==> src/rtl/pi_spi_master.sv <==
// ---------------------------------------------------------------------------
// pi_spi_master
//   SPI mode-0 initiator for the 4-byte command frame the FPGA-side SPI
//   responder decodes: {rw_b, 6'b0, addr[16]}, addr[15:8], addr[7:0], data,
//   sent MSB first. A read appends a fifth byte (MOSI = 0) during which MISO
//   is shifted into rd_data. Stands in for the Raspberry Pi host on the bench
//   and during bring-up.
//
//   Everything runs on clk. spi_sclk is a registered divider output and is
//   never used as a clock here.
//
// Parameters
//   CLK_DIV   spi_sclk half-period in clk cycles (2..255)
//
// Ports
//   clk        system clock
//   reset_n    asynchronous active-low reset
//   start      transaction request, accepted when idle
//   rw_b       1 = read, 0 = write (latched at accept)
//   addr       17-bit target address (latched at accept)
//   wr_data    write data byte (latched at accept, ignored for reads)
//   busy       high from the accept edge through the inter-frame gap
//   done       one-cycle pulse on the edge spi_cs_n deasserts
//   rd_data    byte received in frame byte 4 of the last read
//   spi_sclk   SPI clock, idles low
//   spi_cs_n   chip select, active low
//   spi_mosi   master out
//   spi_miso   master in
// ---------------------------------------------------------------------------
module pi_spi_master #(
   parameter int unsigned CLK_DIV = 4
) (
   input  logic        clk,
   input  logic        reset_n,
   input  logic        start,
   input  logic        rw_b,
   input  logic [16:0] addr,
   input  logic [7:0]  wr_data,
   output logic        busy,
   output logic        done,
   output logic [7:0]  rd_data,
   output logic        spi_sclk,
   output logic        spi_cs_n,
   output logic        spi_mosi,
   input  logic        spi_miso
);

   localparam logic [7:0] HP_LAST      = 8'(CLK_DIV - 1);
   localparam logic [5:0] LAST_BIT_WR  = 6'd31;
   localparam logic [5:0] LAST_BIT_RD  = 6'd39;
   localparam logic [5:0] FIRST_RD_BIT = 6'd32;

   typedef enum logic [2:0] {
      ST_IDLE    = 3'd0,
      ST_SETUP   = 3'd1,
      ST_SCLK_LO = 3'd2,
      ST_SCLK_HI = 3'd3,
      ST_HOLD    = 3'd4,
      ST_GAP     = 3'd5
   } state_t;

   // Frame is built left-aligned in 40 bits; a write only shifts out the
   // top 32, a read shifts all 40 (last byte is zero).
   function automatic logic [39:0] build_frame(
      input logic        rw,
      input logic [16:0] a,
      input logic [7:0]  d
   );
      logic [7:0] data_byte;
      data_byte = rw ? 8'h00 : d;
      return {rw, 6'b000000, a[16], a[15:8], a[7:0], data_byte, 8'h00};
   endfunction

   state_t      state_r;
   logic [7:0]  hp_cnt_r;
   logic [5:0]  bit_cnt_r;
   logic [5:0]  last_bit_r;
   logic        is_read_r;
   logic [38:0] tx_sr_r;
   logic [7:0]  rx_sr_r;
   logic        busy_r;
   logic        done_r;
   logic [7:0]  rd_data_r;
   logic        sclk_r;
   logic        cs_n_r;
   logic        mosi_r;

   logic [39:0] frame_s;
   logic        hp_end_s;
   logic        accept_s;

   // Frame assembly, half-period terminal count and accept decode.
   always_comb begin
      frame_s  = build_frame(rw_b, addr, wr_data);
      hp_end_s = (hp_cnt_r == HP_LAST);
      // The last edge of the gap doubles as an accept edge so that a start
      // held high yields frames separated by exactly one gap.
      if (state_r == ST_IDLE) begin
         accept_s = start;
      end else if ((state_r == ST_GAP) && hp_end_s) begin
         accept_s = start;
      end else begin
         accept_s = 1'b0;
      end
   end

   // Frame sequencer: owns all counters, shift registers and SPI outputs.
   always_ff @(posedge clk or negedge reset_n) begin
      if (!reset_n) begin
         state_r    <= ST_IDLE;
         hp_cnt_r   <= 8'd0;
         bit_cnt_r  <= 6'd0;
         last_bit_r <= LAST_BIT_WR;
         is_read_r  <= 1'b0;
         tx_sr_r    <= 39'd0;
         rx_sr_r    <= 8'h00;
         busy_r     <= 1'b0;
         done_r     <= 1'b0;
         rd_data_r  <= 8'h00;
         sclk_r     <= 1'b0;
         cs_n_r     <= 1'b1;
         mosi_r     <= 1'b0;
      end else begin
         done_r <= 1'b0;
         if (accept_s) begin
            // All inputs are captured here; later changes are ignored.
            state_r    <= ST_SETUP;
            hp_cnt_r   <= 8'd0;
            bit_cnt_r  <= 6'd0;
            last_bit_r <= rw_b ? LAST_BIT_RD : LAST_BIT_WR;
            is_read_r  <= rw_b;
            tx_sr_r    <= frame_s[38:0];
            rx_sr_r    <= 8'h00;
            busy_r     <= 1'b1;
            cs_n_r     <= 1'b0;
            mosi_r     <= frame_s[39];
         end else begin
            case (state_r)
               ST_IDLE: begin
                  hp_cnt_r <= 8'd0;
               end
               ST_SETUP, ST_SCLK_LO: begin
                  if (hp_end_s) begin
                     hp_cnt_r <= 8'd0;
                     sclk_r   <= 1'b1;
                     state_r  <= ST_SCLK_HI;
                  end else begin
                     hp_cnt_r <= hp_cnt_r + 8'd1;
                  end
               end
               ST_SCLK_HI: begin
                  if (hp_end_s) begin
                     hp_cnt_r <= 8'd0;
                     sclk_r   <= 1'b0;
                     // Responder changes MISO on the falling sclk edge, so
                     // the value is still stable on the edge that drives
                     // sclk low.
                     if (is_read_r && (bit_cnt_r >= FIRST_RD_BIT)) begin
                        rx_sr_r <= {rx_sr_r[6:0], spi_miso};
                     end else begin
                        rx_sr_r <= rx_sr_r;
                     end
                     if (bit_cnt_r == last_bit_r) begin
                        mosi_r  <= 1'b0;
                        state_r <= ST_HOLD;
                     end else begin
                        bit_cnt_r <= bit_cnt_r + 6'd1;
                        mosi_r    <= tx_sr_r[38];
                        tx_sr_r   <= {tx_sr_r[37:0], 1'b0};
                        state_r   <= ST_SCLK_LO;
                     end
                  end else begin
                     hp_cnt_r <= hp_cnt_r + 8'd1;
                  end
               end
               ST_HOLD: begin
                  if (hp_end_s) begin
                     hp_cnt_r <= 8'd0;
                     cs_n_r   <= 1'b1;
                     done_r   <= 1'b1;
                     if (is_read_r) begin
                        rd_data_r <= rx_sr_r;
                     end else begin
                        rd_data_r <= rd_data_r;
                     end
                     state_r <= ST_GAP;
                  end else begin
                     hp_cnt_r <= hp_cnt_r + 8'd1;
                  end
               end
               ST_GAP: begin
                  if (hp_end_s) begin
                     hp_cnt_r <= 8'd0;
                     busy_r   <= 1'b0;
                     state_r  <= ST_IDLE;
                  end else begin
                     hp_cnt_r <= hp_cnt_r + 8'd1;
                  end
               end
               default: begin
                  state_r   <= ST_IDLE;
                  hp_cnt_r  <= 8'd0;
                  bit_cnt_r <= 6'd0;
                  busy_r    <= 1'b0;
                  sclk_r    <= 1'b0;
                  cs_n_r    <= 1'b1;
                  mosi_r    <= 1'b0;
               end
            endcase
         end
      end
   end

   assign busy     = busy_r;
   assign done     = done_r;
   assign rd_data  = rd_data_r;
   assign spi_sclk = sclk_r;
   assign spi_cs_n = cs_n_r;
   assign spi_mosi = mosi_r;

endmodule
==> config.mk <==
export PLATFORM = sky130hd
export DESIGN_NAME = pi_spi_master
export DESIGN_NICKNAME = d
export VERILOG_FILES = /design/src/rtl/pi_spi_master.sv
export SDC_FILE = /design/constraint.sdc
export NUM_CORES = 1
export LEC_CHECK = 0
export CORE_MARGIN = 5
export CORE_UTILIZATION = 55
export DETAILED_ROUTE_END_ITERATION = 8
export PLACE_DENSITY = 0.89
export REMOVE_ABC_BUFFERS = 1
export SETUP_SLACK_MARGIN = 0.1
export SYNTH_ARGS = -nofsm -noshare
export SYNTH_HDL_FRONTEND = slang
export SYNTH_SLANG_ARGS = --single-unit
==> constraint.sdc <==
create_clock -name clk -period 2.2 [get_ports clk]
set_input_delay 0.44 -clock clk [delete_from_list [all_inputs] [get_ports clk]]
set_output_delay 0.44 -clock clk [all_outputs]
set_load 0.1 [all_outputs]
[Word level (Yosys, flattened, before mapping)]
Index checks and enable logic that the tools add are counted.
Word-level totals
  register bits: 84
  input bits: 30
  output and inout bits: 13
Operators by class
  equality and inequality tests: 19
  bitwise logic cells: 2
  $lt $le $gt $ge: 1
  reductions and logical operators: 21
  add/subtract/negate cells: 2
  multiplexer cells: 40
Operators by type and width (count)
  2-to-1 mux 39 bit: 4
  2-to-1 mux 8 bit: 8
  2-to-1 mux 6 bit: 4
  OR reduction 5 bit: 4
  2-to-1 mux 3 bit: 6
  inequality test 3 bit, second input constant: 5
  case mux 3 bit (5 select lines): 1
  2-to-1 mux 1 bit: 12
  case mux 6 bit (2 select lines): 1
  AND reduction 3 bit: 3
  adder 8 x 1 -> 8 bit, second input constant: 1
  == test 8 x 2 -> 1 bit, second input constant: 1
  inequality test 2 bit, second input constant: 4
  AND reduction 4 bit: 2
  adder 6 x 1 -> 6 bit, second input constant: 1
  == test 3 x 2 -> 1 bit, second input constant: 2
  == test 3 bit, second input constant: 2
  == test 6 bit: 1
  >= comparator 6 bit, second input constant: 1
  inequality test 2 x 1 -> 1 bit, second input constant: 3
  case mux 1 bit (2 select lines): 3
  AND reduction 2 bit: 3
  nonzero test 2 bit: 3
  AND reduction 5 bit: 1
  7 further kinds: 9

[Longest topological paths before layout]
  depth in word-level cells: 6
  mapped depth: 8
  mapped depth without buffers: 6

[Least setup slack after synthesis]
Ideal clock, no wire load.
  path kind: register to register
  start point: reg hp_cnt_r[5]
  end point: reg tx_sr_r[32]
  period minus slack after synthesis: 1997 ps
  arrival: 1872 ps
  data required time: 2075 ps
  setup time: 125 ps
  path buffers: 1
  cell stages (with the launch flop): 7
  setup slack: 203 ps
  cells stage by stage: dfrtp_1 > nor4_4 > nand3_2 > nor3_4 > buf_6 > mux2i_1 > o21ai_2
On the way
  longest elaborated chain between the ends: 6
  elaborated cells on any way between the ends: 9
  classes of those cells: eq/ne (2); mux (3); reduce/logical (4)
Ends and longest elaborated chain
  start: declaration: RTL line 75  | logic [7:0] hp_cnt_r;
  start signal: assignment: RTL line 148  | hp_cnt_r <= hp_cnt_r + 8'd1;
  start signal: assignment: RTL line 173  | hp_cnt_r <= hp_cnt_r + 8'd1;
  start signal: assignment: RTL line 188  | hp_cnt_r <= hp_cnt_r + 8'd1;
  == test 8 x 2 -> 1 bit *: RTL line 95  | hp_end_s = (hp_cnt_r == HP_LAST);
  logical AND 1 bit: RTL line 100  | end else if ((state_r == ST_GAP) && hp_end_s) begin
  2-to-1 mux 1 bit: RTL line 100
  2-to-1 mux 1 bit: RTL line 98  | if (state_r == ST_IDLE) begin
  inequality test 2 bit (no line) or nonzero test 2 bit (tied branches)
  AND reduction 3 bit (no line)
  end signal: assignment: RTL line 132  | tx_sr_r <= frame_s[38:0];
  end signal: assignment: RTL line 169  | tx_sr_r <= {tx_sr_r[37:0], 1'b0};
  end: declaration: RTL line 79  | logic [38:0] tx_sr_r;
Every way passes the cells marked *; elsewhere a longest branch is shown, timed or not.
A chain may end at the register's enable or synchronous reset.

[Final worst setup path]
  start point: reg hp_cnt_r[4]
  end point: reg bit_cnt_r[4]
On the way
  longest elaborated chain between the ends: 6
  elaborated cells on any way between the ends: 9
  classes of those cells: eq/ne (4); mux (3); reduce/logical (2)
Ends and longest elaborated chain
  == test 8 x 2 -> 1 bit *: RTL line 95
  logical AND 1 bit: RTL line 100
  2-to-1 mux 1 bit: RTL line 100
  2-to-1 mux 1 bit: RTL line 98
  inequality test 3 bit (no line) or inequality test 2 x 1 -> 1 bit (tied branches)
  AND reduction 3 bit (no line)
  end signal: assignment: RTL line 167  | bit_cnt_r <= bit_cnt_r + 6'd1;
  end: declaration: RTL line 76  | logic [5:0] bit_cnt_r;
Marks and branches as above.

==> flow_summary.toml <==
[global_route]
grt_start_max_net_pins = 47
global_route_wire_length_before_repair_um = 11070
grt_pass1_vias = 2435
grt_antenna_before_repair = 0
grt_usage_pct = 18.61
globalRoute.totalOverflow = 0

[logic_synthesis]
yosys_register_bits = 71
synth_top_cell_area_share_pct = 52.11
unique_cell_type_count_in_the_yosys_netlist = 48
synth_area_per_cell_um2 = 11.16
synthDominantAreaCellType = "dfrtp_1"
synth_top_cells_by_area = "dfrtp_1, mux2i_1, mux2_2, nand2_1, nor2_1"
synth-seq-area-share_pct = 53.70
count_of_flip_flops_with_a_built_in_enable_after_synthesis = 0
asyncSetResetFlopFracSynth_pct = 100.0
post_synth_instance_area_mm2 = 0.003313
yosys_warnings = 0
synthesis.instances = 297
ys.flop_type = "dfrtp_1"

[placed_design]
gp_routability_congestion = 0.9189
placed_cells_incl_taps = 412
place.detailed.hpwl_um = 4487
numPortBuffers = 42
placed_area_mm2 = 0.003832

[die]
coreArea_mm2 = 0.005886
io_pins = 43
die_height_um = 87.62
die-width_um = 87.62
effective_utilization_at_floorplan_pct = 56.29
std_cell_rows = 28
full_die_area_mm2 = 0.007676

[status]
status = "completed"

[timing]
finClkSkew_ns = 0.01007
finalHoldViolCount = 0
relSlewSlack_pct = 65.91
worst_pin_slew_ns = 0.5114
setup-violations-final = 0
timing.final.crit_period_ns = 2.056
rsz0062_at_grt = "true"
final_max_slew_viol_count = 0
final_min_period_over_clock_period_pct = 93.46
fmax_mhz = 486.4

[final_layout]
antenna_cells = 0
post-route-cell-area_mm2 = 0.004116
nNetsFinal = 387
areaGrowthSynthToFinish_pct = 24.24
layout-drive-gt1-share_pct = 22.28
non_filler_instances = 434

[min_path]
hp_class = "in2async"

[cts]
cts_root_buffer = "clkbuf_8"
tritoncts_clock_tree = "done"
inserted_clock_buffers = 9
numClockSinks = 71
path_clk_slew_ns = 0.07
clk_latency_ns = 0.35
clk_path_buf_depth = 2
h-tree-depth = 3

[job]
timing.max_cap.violations = 0

[detailed_routing]
drcViolationCount = 0
dr_total_vias = 2430
detailedRoute.firstPassIterationCount = 4
detail_route.vias_per_cell = 5.599
routedWlPerCell_um = 15.71
antenna_violating_nets_post_route = 0
routed_wl_um = 6818
dr.first_iter.drc_count = 125

[setup_path]
startpoint_type = "flop"
timing.setup.critical_path_class = "reg2reg"
timing.critical_path.fanout_max = 7
worst_ep_required_time_ns = 2.47
worst-endpoint-arrival_ns = 2.32
endpoint_kind = "flop"

[power_and_ir_drop]
power_leakage_uw = 0.001824
pwr_density_cell_mw_per_mm2 = 1160
vdd_ir_drop_max_mv = 0.6576
[critical path, stage by stage, from the launching register on]
cell and delay (ns):
dfrtp_2 0.44, nor4_4 0.35, buf_4 0.18, o211ai_1 0.08, a32o_2 0.31, buf_4 0.16, or3_1 0.31, a21oi_1 0.15
[report_power, final]
| part | total [µW] | internal (µW) | switching, µW |
|---|---|---|---|
| Combinational | 1680 | 786 | 896 |
| Clock | 1000 | 520 | 483 |
| Sequential | 2090 | 1760 | 331 |
| Total | 4770 | 3060 | 1710 |
[cells in the final DEF (no fill, tap or decap), types with 3 or more instances in the layout]
master,n
dfrtp_1,68
mux2i_1,38
clkdlybuf4s50_1,28
nand2_1,27
nor2_1,26
buf_4,25
o21ai_1,17
nand3_1,16
mux2_2,10
clkbuf_8,9
o21ai_2,8
a21oi_1,7
o21ai_0,7
inv_1,6
xor2_1,5
and3_1,4
or3_1,4
clkinv_2,3
buf_12,3
[path summary, 6_finish.rpt]
kind	from	end	slack (ns)	depth (start not counted)
min	reset_n	tx_sr_r[18]$_DFFE_PN0P_	0.06	1
max reg2reg	hp_cnt_r[4]$_DFF_PN0_	bit_cnt_r[4]$_DFFE_PN0P_	0.14	7
max	hp_cnt_r[4]$_DFF_PN0_	bit_cnt_r[4]$_DFFE_PN0P_	0.14	7
min in group clk	rd_data[7]$_DFFE_PN0P_	rd_data[7]$_DFFE_PN0P_	0.51	1
max in group asynchronous	reset_n	tx_sr_r[9]$_DFFE_PN0P_	1.54	2
min reg2reg	rd_data[7]$_DFFE_PN0P_	rd_data[7]$_DFFE_PN0P_	0.51	1
[stage by stage]
step                TNS, ns  power (µW)  setup WS, ns  utilization, %  hold slack (ns)
floorplan            -58.72        3190        -1.588               -           0.1444
global route              0        5101       0.01355           69.94          0.07461
CTS                       0        4675        0.1117           68.32          0.05509
finish                    0        4774        0.1439           69.94          0.05929
global placement          0        3564       0.08522           65.11           0.4267
detailed placement        0        3664       0.03996           65.11           0.4329
[logic make-up after synthesis]
group	Yosys count	synth area share, %
simple gates	93	14.20
flops	71	53.70
fa+ha+maj	3	1.133
xor+xnor	7	1.850
buf+inv	20	3.323
mux	48	14.88
compound gates	55	10.91
[timing repair]
item / in CTS / in global routing
setup buffers: 0 / 4
endpoints found under the setup margin: 0 / 51
gates resized for setup: 0 / 8
hold buffers: 0 / 0
[synth_stat cells (2+ instances only)]
cell       n
a21oi_1    8
a22oi_1    2
and2_1     2
and3_1     4
buf_2      4
buf_8      2
clkbuf_1   6
dfrtp_1   69
dfstp_2    2
ha_1       3
inv_1      6
mux2_2    10
mux2i_1   38
nand2_1   27
nand2b_1   2
nand3_1   16
nand4_1    2
nor2_1    26
nor3_1     2
o21ai_0    8
o21ai_1   16
o21ai_2    8
or3_1      4
xnor2_1    2
xor2_1     5
[flip-flops by register name, indices dropped and copies added (netlist names), 3 cells and up]
| signal | count |
|---|---|
| bit_cnt_r | 6 |
| hp_cnt_r | 8 |
| rd_data | 8 |
| rx_sr_r | 8 |
| state_r | 3 |
| tx_sr_r | 31 |
[cell type report]
cell class,count,area (µm²)
sequential,71,1780
fill,448,1769
multi-input combinational,206,1458
timing repair buffer,59,569.3
clock buffer,10,127.6
tap,75,93.84
clock inverter,6,61.31
inverter,7,26.28
[layer usage]
metal	share of wire (%)	GRT usage (%)	vias to the layer above
met2	50	30.00	76
li1	-	-	1167
met1	43	24.12	1169
met4	2.1	8.089	0
met3	5.1	4.327	18
met5	0	0	-
Note: power is estimated with default switching activity, not from simulation.
